--- src/rtl/cmd_frame_pkg.sv ---
`default_nettype none
// ============================================================================
//  Module      : cmd_frame_pkg
//  Description : Command codes, operand addresses and FSM state encoding
//                shared by the command frame decoder.
//  Revision    : 1.0 - initial release
// ============================================================================
package cmd_frame_pkg;

    // Command byte values (first byte of every frame)
    localparam logic [7:0] CMD_WR      = 8'hAA;
    localparam logic [7:0] CMD_RD      = 8'hBB;
    localparam logic [7:0] CMD_ALU_OP  = 8'hCC;
    localparam logic [7:0] CMD_ALU_NOP = 8'hDD;

    // Register-file locations of the ALU operands
    localparam int OPA_ADDR = 0;
    localparam int OPB_ADDR = 1;

    // Decoder state encoding
    localparam int STATE_W = 4;
    typedef logic [STATE_W-1:0] state_t;

    localparam state_t ST_IDLE      = 4'd0;
    localparam state_t ST_WR_ADDR   = 4'd1;
    localparam state_t ST_WR_DATA   = 4'd2;
    localparam state_t ST_RD_ADDR   = 4'd3;
    localparam state_t ST_ALU_A     = 4'd4;
    localparam state_t ST_ALU_B     = 4'd5;
    localparam state_t ST_ALU_FUN   = 4'd6;
    localparam state_t ST_RD_ISSUE  = 4'd7;
    localparam state_t ST_ALU_ISSUE = 4'd8;

    // First state of the frame opened by a command byte; ST_IDLE means the
    // byte is not a recognised command.
    function automatic state_t cmd_to_state(input logic [7:0] cmd);
        state_t w_st;
        case (cmd)
            CMD_WR:      w_st = ST_WR_ADDR;
            CMD_RD:      w_st = ST_RD_ADDR;
            CMD_ALU_OP:  w_st = ST_ALU_A;
            CMD_ALU_NOP: w_st = ST_ALU_FUN;
            default:     w_st = ST_IDLE;
        endcase
        return w_st;
    endfunction

endpackage
`default_nettype wire

--- src/rtl/frame_timer.sv ---
`default_nettype none
// ============================================================================
//  Module      : frame_timer
//  Description : Inter-byte timeout counter. Cleared by every received byte,
//                counts while enabled and flags expiry once TIMEOUT_CYC idle
//                cycles have elapsed. Saturates at the limit.
//  Revision    : 1.0 - initial release
// ============================================================================
module frame_timer #(
    parameter int TIMEOUT_CYC = 1024
) (
    input  logic CLK,
    input  logic RST,
    input  logic clear,
    input  logic enable,
    output logic expire
);

    localparam int              CNT_W   = $clog2(TIMEOUT_CYC + 1);
    localparam logic [CNT_W-1:0] c_limit = CNT_W'(TIMEOUT_CYC);
    localparam logic [CNT_W-1:0] c_one   = CNT_W'(1);

    logic [CNT_W-1:0] r_count;

    // Idle-cycle counter: clear wins, otherwise count up to the limit
    always_ff @(posedge CLK or negedge RST) begin
        if (!RST) begin
            r_count <= '0;
        end else if (clear) begin
            r_count <= '0;
        end else if (enable && (r_count != c_limit)) begin
            r_count <= r_count + c_one;
        end
    end

    assign expire = enable && (r_count == c_limit);

endmodule
`default_nettype wire

--- src/rtl/cmd_frame_decoder.sv ---
`default_nettype none
// ============================================================================
//  Module      : cmd_frame_decoder
//  Description : Parses command frames from the UART RX byte stream and
//                issues register-file write/read and ALU strobes, plus the
//                ALU clock-gate enable. All outputs are registered.
//  Revision    : 1.0 - initial release
// ============================================================================
module cmd_frame_decoder
    import cmd_frame_pkg::*;
#(
    parameter int DATA_WIDTH  = 8,
    parameter int ADDR_WIDTH  = 4,
    parameter int FUN_WIDTH   = 4,
    parameter int TIMEOUT_CYC = 1024
) (
    input  logic                  CLK,
    input  logic                  RST,
    input  logic [DATA_WIDTH-1:0] RX_P_Data,
    input  logic                  RX_D_VLD,
    input  logic                  Resp_Busy,
    output logic                  WrEn,
    output logic                  RdEn,
    output logic [ADDR_WIDTH-1:0] Address,
    output logic [DATA_WIDTH-1:0] WrData,
    output logic                  ALU_En,
    output logic [FUN_WIDTH-1:0]  ALU_FUN,
    output logic                  Gate_En,
    output logic                  Frame_Err
);

    localparam logic [ADDR_WIDTH-1:0] c_opa_addr = ADDR_WIDTH'(OPA_ADDR);
    localparam logic [ADDR_WIDTH-1:0] c_opb_addr = ADDR_WIDTH'(OPB_ADDR);

    state_t                r_state;
    state_t                w_next_state;
    logic [ADDR_WIDTH-1:0] r_addr_hold;
    logic [FUN_WIDTH-1:0]  r_fun_hold;

    logic [7:0]            w_cmd;
    logic [ADDR_WIDTH-1:0] w_rx_addr;
    logic [FUN_WIDTH-1:0]  w_rx_fun;
    logic                  w_timer_en;
    logic                  w_expire;

    // Next-cycle values for the registered output stage
    logic                  w_wr_en;
    logic                  w_rd_en;
    logic                  w_alu_en;
    logic                  w_gate_en;
    logic                  w_frame_err;
    logic [ADDR_WIDTH-1:0] w_address;
    logic [DATA_WIDTH-1:0] w_wr_data;
    logic [FUN_WIDTH-1:0]  w_alu_fun;
    logic [ADDR_WIDTH-1:0] w_addr_hold;
    logic [FUN_WIDTH-1:0]  w_fun_hold;

    assign w_cmd     = 8'(RX_P_Data);
    assign w_rx_addr = RX_P_Data[ADDR_WIDTH-1:0];
    assign w_rx_fun  = RX_P_Data[FUN_WIDTH-1:0];

    // The timer only runs while a frame is being collected
    assign w_timer_en = (r_state == ST_WR_ADDR) || (r_state == ST_WR_DATA) ||
                        (r_state == ST_RD_ADDR) || (r_state == ST_ALU_A)   ||
                        (r_state == ST_ALU_B)   || (r_state == ST_ALU_FUN);

    frame_timer #(
        .TIMEOUT_CYC (TIMEOUT_CYC)
    ) u_frame_timer (
        .CLK    (CLK),
        .RST    (RST),
        .clear  (RX_D_VLD),
        .enable (w_timer_en),
        .expire (w_expire)
    );

    // State register
    always_ff @(posedge CLK or negedge RST) begin
        if (!RST) begin
            r_state <= ST_IDLE;
        end else begin
            r_state <= w_next_state;
        end
    end

    // Next-state logic: a byte always takes priority over a timeout
    always_comb begin
        w_next_state = r_state;
        case (r_state)
            ST_IDLE: begin
                if (RX_D_VLD) w_next_state = cmd_to_state(w_cmd);
            end
            ST_WR_ADDR: begin
                if (RX_D_VLD)      w_next_state = ST_WR_DATA;
                else if (w_expire) w_next_state = ST_IDLE;
            end
            ST_WR_DATA: begin
                if (RX_D_VLD || w_expire) w_next_state = ST_IDLE;
            end
            ST_RD_ADDR: begin
                if (RX_D_VLD)      w_next_state = ST_RD_ISSUE;
                else if (w_expire) w_next_state = ST_IDLE;
            end
            ST_ALU_A: begin
                if (RX_D_VLD)      w_next_state = ST_ALU_B;
                else if (w_expire) w_next_state = ST_IDLE;
            end
            ST_ALU_B: begin
                if (RX_D_VLD)      w_next_state = ST_ALU_FUN;
                else if (w_expire) w_next_state = ST_IDLE;
            end
            ST_ALU_FUN: begin
                if (RX_D_VLD)      w_next_state = ST_ALU_ISSUE;
                else if (w_expire) w_next_state = ST_IDLE;
            end
            // Leave once the strobe has been seen on the output register
            ST_RD_ISSUE: begin
                if (RdEn) w_next_state = ST_IDLE;
            end
            ST_ALU_ISSUE: begin
                if (ALU_En) w_next_state = ST_IDLE;
            end
            default: w_next_state = ST_IDLE;
        endcase
    end

    // Output logic: computes what the output registers load at the next edge.
    // Resp_Busy is sampled in the cycle that decides the strobe, so an idle
    // response path lets the strobe appear one cycle after the last byte.
    always_comb begin
        w_wr_en     = 1'b0;
        w_rd_en     = 1'b0;
        w_alu_en    = 1'b0;
        w_gate_en   = 1'b0;
        w_frame_err = 1'b0;
        w_address   = Address;
        w_wr_data   = WrData;
        w_alu_fun   = ALU_FUN;
        w_addr_hold = r_addr_hold;
        w_fun_hold  = r_fun_hold;
        case (r_state)
            ST_IDLE: begin
                if (RX_D_VLD && (cmd_to_state(w_cmd) == ST_IDLE)) w_frame_err = 1'b1;
            end
            ST_WR_ADDR: begin
                if (RX_D_VLD)      w_addr_hold = w_rx_addr;
                else if (w_expire) w_frame_err = 1'b1;
            end
            ST_WR_DATA: begin
                if (RX_D_VLD) begin
                    w_wr_en   = 1'b1;
                    w_address = r_addr_hold;
                    w_wr_data = RX_P_Data;
                end else if (w_expire) begin
                    w_frame_err = 1'b1;
                end
            end
            ST_RD_ADDR: begin
                if (RX_D_VLD) begin
                    w_addr_hold = w_rx_addr;
                    if (!Resp_Busy) begin
                        w_rd_en   = 1'b1;
                        w_address = w_rx_addr;
                    end
                end else if (w_expire) begin
                    w_frame_err = 1'b1;
                end
            end
            ST_ALU_A, ST_ALU_B: begin
                if (RX_D_VLD) begin
                    w_wr_en   = 1'b1;
                    w_address = (r_state == ST_ALU_A) ? c_opa_addr : c_opb_addr;
                    w_wr_data = RX_P_Data;
                end else if (w_expire) begin
                    w_frame_err = 1'b1;
                end
            end
            ST_ALU_FUN: begin
                if (RX_D_VLD) begin
                    w_fun_hold = w_rx_fun;
                    w_gate_en  = 1'b1;
                    if (!Resp_Busy) begin
                        w_alu_en  = 1'b1;
                        w_alu_fun = w_rx_fun;
                    end
                end else if (w_expire) begin
                    w_frame_err = 1'b1;
                end
            end
            ST_RD_ISSUE: begin
                if (RX_D_VLD) w_frame_err = 1'b1;
                if (!RdEn && !Resp_Busy) begin
                    w_rd_en   = 1'b1;
                    w_address = r_addr_hold;
                end
            end
            ST_ALU_ISSUE: begin
                // Gate stays on through the strobe cycle and one cycle after
                w_gate_en = 1'b1;
                if (RX_D_VLD) w_frame_err = 1'b1;
                if (!ALU_En && !Resp_Busy) begin
                    w_alu_en  = 1'b1;
                    w_alu_fun = r_fun_hold;
                end
            end
            default: begin
                w_frame_err = 1'b0;
            end
        endcase
    end

    // Registered output stage and frame field holding registers
    always_ff @(posedge CLK or negedge RST) begin
        if (!RST) begin
            WrEn        <= 1'b0;
            RdEn        <= 1'b0;
            ALU_En      <= 1'b0;
            Gate_En     <= 1'b0;
            Frame_Err   <= 1'b0;
            Address     <= '0;
            WrData      <= '0;
            ALU_FUN     <= '0;
            r_addr_hold <= '0;
            r_fun_hold  <= '0;
        end else begin
            WrEn        <= w_wr_en;
            RdEn        <= w_rd_en;
            ALU_En      <= w_alu_en;
            Gate_En     <= w_gate_en;
            Frame_Err   <= w_frame_err;
            Address     <= w_address;
            WrData      <= w_wr_data;
            ALU_FUN     <= w_alu_fun;
            r_addr_hold <= w_addr_hold;
            r_fun_hold  <= w_fun_hold;
        end
    end

endmodule
`default_nettype wire

--- config.mk ---
export PLATFORM = sky130hd
export DESIGN_NAME = cmd_frame_decoder
export DESIGN_NICKNAME = d
export VERILOG_FILES = /design/src/rtl/cmd_frame_pkg.sv /design/src/rtl/frame_timer.sv /design/src/rtl/cmd_frame_decoder.sv
export SDC_FILE = /design/constraint.sdc
export NUM_CORES = 1
export LEC_CHECK = 0
export CORE_MARGIN = 10
export CORE_UTILIZATION = 49
export CTS_CLUSTER_SIZE = 12
export DETAILED_ROUTE_END_ITERATION = 16
export PLACE_DENSITY = 0.75
export SLEW_MARGIN = 20
export SYNTH_ARGS = -nofsm -noshare
export SYNTH_HDL_FRONTEND = slang
export SYNTH_SLANG_ARGS = --single-unit
--- constraint.sdc ---
create_clock -name CLK -period 1.9 [get_ports CLK]
set_clock_uncertainty 0.05 [all_clocks]
set_input_delay 0.285 -clock CLK [delete_from_list [all_inputs] [get_ports CLK]]
set_output_delay 0.285 -clock CLK [all_outputs]
set_load 0.01 [all_outputs]
==> results of run 1 <==
-- placed cells by master (no fill, tap or decap), drive strengths merged, types with 3 or more instances in the layout --
master	Yosys	final
o31ai	6	6
or4	4	4
inv	13	13
clkdlybuf4s50	0	31
a31oi	4	4
nor3	4	4
o21ai	5	5
nor4	4	4
nand2b	3	3
nor4b	4	4
mux2	19	19
a21oi	20	20
a22o	3	3
nand4b	4	4
buf	8	41
dfrtp	44	44
nor2b	3	3
nand4	4	4
clkbuf	5	6
and3	5	5
mux2i	5	5
nand3b	3	3
nor2	15	15
nand2	5	5
nand3	6	6
or3	3	3
-- final cells by class --
class                      instances  area [um^2]
clock inverter                     2        38.79
clock buffer                       6        82.58
inverter                          13        48.80
fill                             353         1539
multi-input combinational        159         1196
timing repair buffer              73        629.4
sequential                        44         1105
tap                               67        83.83
-- worst max-delay path: stages, from the launching register on --
cell     delay (ns)
dfrtp_2        0.47
and3_4         0.19
or3_4          0.39
or4_1          0.52
a21oi_1        0.14
-- state kept, by name, summed over array words and instances, names as in the netlist --
| name | count |
|---|---|
| ALU_En | 1 |
| ALU_FUN | 4 |
| Address | 4 |
| Frame_Err | 1 |
| Gate_En | 1 |
| RdEn | 1 |
| WrData | 8 |
| WrEn | 1 |
| r_addr_hold | 4 |
| r_fun_hold | 4 |
| r_state | 4 |
| u_frame_timer.r_count | 11 |
-- worst max path at each step --
stage | start | endpoint | slack (ns) | depth (start not counted)
final | r_state[0] | u_frame_timer.r_count[6] | 0.06 | 4
after global routing | r_state[2] | u_frame_timer.r_count[9] | 0.003 | 4
after CTS | r_state[2] | u_frame_timer.r_count[6] | 0.03 | 4
after detailed placement | RX_D_VLD | r_fun_hold[0] | -0.13 | 5
after global placement | RX_D_VLD | r_fun_hold[1] | -0.08 | 5
after floorplan | r_state[2] | u_frame_timer.r_count[5] | 0.10 | 5
-- cells by family (layout without fill, tap and decap cells) --
family,after synthesis,count (layout)
DFF,44,44
muxes,24,24
and+or+nand+nor,75,75
adders and majority gates,2,2
xor gates and xnor gates,2,2
buffers and inverters,26,94
AOI/OAI and AO/OA,56,56
-- power groups by stage --
stage | registers [W] | logic, W | clock network [W]
3_5_place_dp | 0.00113 | 0.000635 | 0
3_3_place_gp | 0.00112 | 0.000623 | 0
2_1_floorplan | 0.00116 | 0.000257 | 0
6_report | 0.00111 | 0.000637 | 0.000760
4_1_cts | 0.00111 | 0.000641 | 0.000777
5_1_grt | 0.00113 | 0.000694 | 0.000816
-- metal layers --
metal / global-route usage [%] / routed length, um
met1: 19.77 / 2769
met2: 24.09 / 2791
met3: 3.824 / 282
met4: 4.244 / 49
met5: 0 / 0
-- per-stage QoR --
stage / setup TNS, ns / setup slack, ns / util [%] / std cells / power [W]
after floorplan: 0 / 0.1023 / - / 229 / 0.001417
after global placement: -0.4028 / -0.08490 / 64.11 / 355 / 0.001748
after detailed placement: -0.7820 / -0.1301 / 64.11 / 355 / 0.001764
after CTS: 0 / 0.03400 / 66.89 / 364 / 0.002529
after global routing: 0 / 0.003166 / 67.42 / 364 / 0.002640
final: 0 / 0.06269 / 67.42 / 364 / 0.002509
-- repair_timing --
action | 4_1_cts | 5_1_grt
gates resized for setup | 0 | 8
setup buffers | 0 | 0
endpoints found under the hold margin | 22 | 0
hold buffers | 1 | 0
setup endpoints to repair | 0 | 15
==> results.yml, run 1 <==
logic_synthesis:
  yosys-top-cells-count: "dfrtp_1, a21oi_1, mux2_2"
  syn_inst: 229
  syn-num-nets: 243
  synth_compound_area_share_pct: 16.27
  yosys.area_share.simple_pct: 20.07
  syn_avg_cell_area_um2: 10.48
  synth_ff_type: "dfrtp_1"
  yosys_register_bits: 44
  synth_top_area_share_pct: 45.88
  synth.largest_area_cell: "dfrtp_1"
  synth_cell_type_count: 53
  syn_area_mm2: 0.002400
  synth_warnings: 0
  ys_seq_area_share_pct: 45.88
  synth_mux_area_share_pct: 11.00
  yosys.area_share.xor_xnor_pct: 0.7299
  synth.most_common_cell: "dfrtp_1"
  synth_top_family_by_area: "simple AND/OR/NAND/NOR gates"
  synth_area_leaders: "dfrtp_1, mux2_2, a21oi_1"
  synth_fa_ha_area_share_pct: 1.043
  async_flop_share_pct: 100.0
  synth-edff-count: 0
timing:
  relSlewSlack_pct: 62.11
  min_period_ns: 1.837
  fin_crit_sh_pct: 96.70
  max_freq_ghz: 0.5443
  grt_setup_unrepaired: "no"
  worstMarginPinSlew_ns: 0.5684
  hold_ws_ns: 0.4510
  final-setup-viol-count: 0
  slew_violations: 0
  hold_viol: 0
global_routing:
  grt_pass1_wl_um: 10340
  track_usage_pct: 15.12
  grt_max_degree: 25
  grt_overflow: 0
  antenna_found_initial: 0
  grt_pass1_vias: 2086
worst_setup_path:
  r2r_start: "r_state[0]"
  crit_path_end_kind: "flop"
  timing.rr.end: "u_frame_timer.r_count[6]"
  startpoint_type: "flop"
  crit_type: "reg -> reg"
  cp_max_fo: 9
  required_ns: 2.08
  critical_path_arrival_ns: 2.02
  r2r_slack_ns: 0.06
  r2r_cells: 4
cts:
  cts_buffer_depth: 2
  cts_made_buffers: 5
  cts_tree: "yes"
  clock_sinks: 44
  insertion_delay_ns: 0.31
  clk_pin_slew_worst_paths_ns: 0.09
  clock-root-buffer: "clkbuf_8"
  htreeDepth: 2
power_and_ir_drop:
  p_clk_share_pct: 30.3
  p_sw_w: 0.0006685
  switching_share_pct: 26.64
  p_int_w: 0.001841
  p_leak_nw: 1.339
  ir_drop_v: 0.0005093
  power_frac_seq_pct: 44.4
  p_per_area_mw_per_mm2: 788.1
  p_comb_share_pct: 25.4
routing:
  drt_iter0_drc: 146
  drt-total-wl_um: 5893
  drc: 0
  ant_nets: 0
  num_vias: 2044
  wl_per_cell_um: 16.19
  via_per_inst: 5.615
  dr.pass1.iters: 4
floorplan:
  boundaryPins: 33
  core_mm2: 0.004723
  die_h_um: 89.98
  initial_core_util_pct: 50.81
  die_w_um: 89.98
  row_count: 25
  die_area_mm2: 0.008096
placed_design:
  place_hpwl_um: 4424
  placed_cell_area_mm2: 0.003028
  gp_congestion: 0.8825
  port-buffer-count: 32
final_layout:
  area_delta_synth_final_pct: 32.69
  layout-drive-gt1-share_pct: 27.95
  postLayoutCellArea_mm2: 0.003184
  fin_nets: 310
  antennaDiodeCount: 0
min_path:
  worstHoldPathType: "in -> async"
outcome:
  outcome: "completed"
flow_run:
  cap_violations: 0
No activity file was read; power rests on OpenSTA's default activity.
==> inputs of run 2 (changes only) <==
- REMOVE_ABC_BUFFERS: not set -> 1
- SLEW_MARGIN: 20 -> not set
==> run 2 against run 1 <==
  * Sequential cell count unchanged
  * Total power grew 3.5%
  * Global-route usage down 0.88 points
  * Clock power increased by 11%
  * Setup slack got worse by 0.025 ns
  * Routed wire length rose by 0.14%
  * First-iteration DRC count down 23%
  * Combinational power hardly changed
  * Sequential power barely moved
  * Worst hold slack got worse by 0.45 ns
  * Die area stayed put
  * Sequential share of layout area shrank 0.38 points
  * Critical path type unchanged
  * Largest cell class unchanged
  * Largest power group unchanged
==> results.yml, run 2 (synthesis results as in run 1) <==
power_and_ir_drop:
  p_per_area_mw_per_mm2: 806.6
  power_w: 0.002597
  p_leak_nw: 1.375
  ir_drop_v: 0.0006306
timing:
  relSlewSlack_pct: 62.27
  min_period_ns: 1.862
  fin_ws_ns: 0.03785
  slew_violations: 0
  fin_crit_sh_pct: 98.01
  final-setup-viol-count: 0
  hold_viol: 0
  worstMarginPinSlew_ns: 0.5659
  tns_ns: 0
  max_freq_ghz: 0.5370
routing:
  wirelength_met1_um: 2561
  drt_iter0_drc: 112
  drc: 0
  num_vias: 2071
  ant_nets: 0
  drt-total-wl_um: 5901
  top_layer: "met4"
  via_per_inst: 5.643
  wl_per_cell_um: 16.08
  wl_met2_um: 2903
  wl_met3_um: 315
  dr.pass1.iters: 4
worst_setup_path:
  r2r_cells: 6
  required_ns: 2.07
  timing.rr.end: "ALU_FUN[0]"
  r2r_slack_ns: 0.04
  critical_path_arrival_ns: 2.03
  crit_type: "reg -> reg"
  r2r_start: "r_state[2]"
  startpoint_type: "flop"
  cp_max_fo: 6
  crit_path_end_kind: "flop"
cts:
  cts_tree: "yes"
  clk_pin_slew_worst_paths_ns: 0.08
  hold_buffers: 0
  insertion_delay_ns: 0.30
  cts_made_buffers: 5
  clock-root-buffer: "clkbuf_8"
  htreeDepth: 2
  clock_sinks: 44
  cts_buffer_depth: 2
final_layout:
  area_delta_synth_final_pct: 34.15
  layout-drive-gt1-share_pct: 28.33
  final_common_cell: "buf_4"
  reg_top3: "u_frame_timer.r_count: 11 flops, WrData: 8 flops"
  final_cells: 367
  layout_common_cells: "buf_4, dfrtp_1, clkdlybuf4s50_1"
  top_register: "u_frame_timer.r_count"
  antennaDiodeCount: 0
  fin_nets: 314
  largest_reg_flops: 11
  postLayoutCellArea_mm2: 0.003219
placed_design:
  port-buffer-count: 32
  gp_congestion: 0.8365
  dp_worst_setup_slack_ns: -0.1180
  place_hpwl_um: 4216
  placed_cell_area_mm2: 0.003043
  dp_cells: 357
global_routing:
  grt_max_degree: 45
  track_usage_pct: 14.24
  antenna_found_initial: 0
  grt_overflow: 0
  grt_pass1_vias: 2127
  grt_pass1_wl_um: 9832
flow_run:
  cap_violations: 0
floorplan:
  die_area_mm2: 0.008096
  core_mm2: 0.004723
  boundaryPins: 33
  die_h_um: 89.98
  initial_core_util_pct: 50.81
  die_w_um: 89.98
  row_count: 25
min_path:
  worstHoldPathType: "in -> async"
outcome:
  outcome: "completed"
==> run 2: layout make-up <==
class                           instances  area, um^2
Inverter                               13       48.80
Clock buffer                            5       68.82
Clock inverter                          2       60.06
Sequential cell                        44        1105
Timing Repair Buffer                   77       654.4
Tap cell                               67       83.83
Fill cell                             371        1504
Multi-Input combinational cell        159        1199
==> run 2: worst max-delay path by stage <==
stage                                   from                  endpoint  slack [ns]  depth (start not counted)
floorplan                         r_state[0]  u_frame_timer.r_count[9]       -0.12                          4
global placement                    RX_D_VLD             r_fun_hold[1]       -0.06                          6
detailed placement                  RX_D_VLD             r_fun_hold[3]       -0.12                          6
CTS                               r_state[2]                ALU_FUN[0]       0.003                          6
global route        u_frame_timer.r_count[0]                r_state[1]       -0.05                          7
finish                            r_state[2]                ALU_FUN[0]        0.04                          6
==> run 2: repair_timing <==
item	CTS	global route
gates resized for setup	3	4
buffers inserted	0	2
gates cloned	0	1
pin swaps	0	2
endpoints found under the setup margin	3	10
==> run 2: per-layer routing <==
metal,up-vias,global-route usage [%]
met3,14,4.156
met2,46,24.03
met4,0,5.438
met5,-,0
met1,1016,16.64
li1,995,-
==> run 2: through the flow <==
step                util [%]  hold slack, ns
detailed placement     64.42          0.3483
CTS                    67.36         0.02759
finish                 68.16        0.001962
floorplan                  -        -0.06059
global placement       64.42          0.3458
global route           68.16         0.05784
==> run 2: power breakdown <==
part           internal, W  switching [W]
sequential         0.00105      0.0000718
combinational     0.000368       0.000267
clock             0.000517       0.000326
total              0.00193       0.000665
==> run 2: worst max-delay path, cell delays in order, from the launching register on <==
cell and delay (ns):
dfrtp_2 0.46, buf_4 0.17, or4b_4 0.50, a211oi_4 0.27, buf_6 0.15, nor2_1 0.04, a21oi_1 0.14
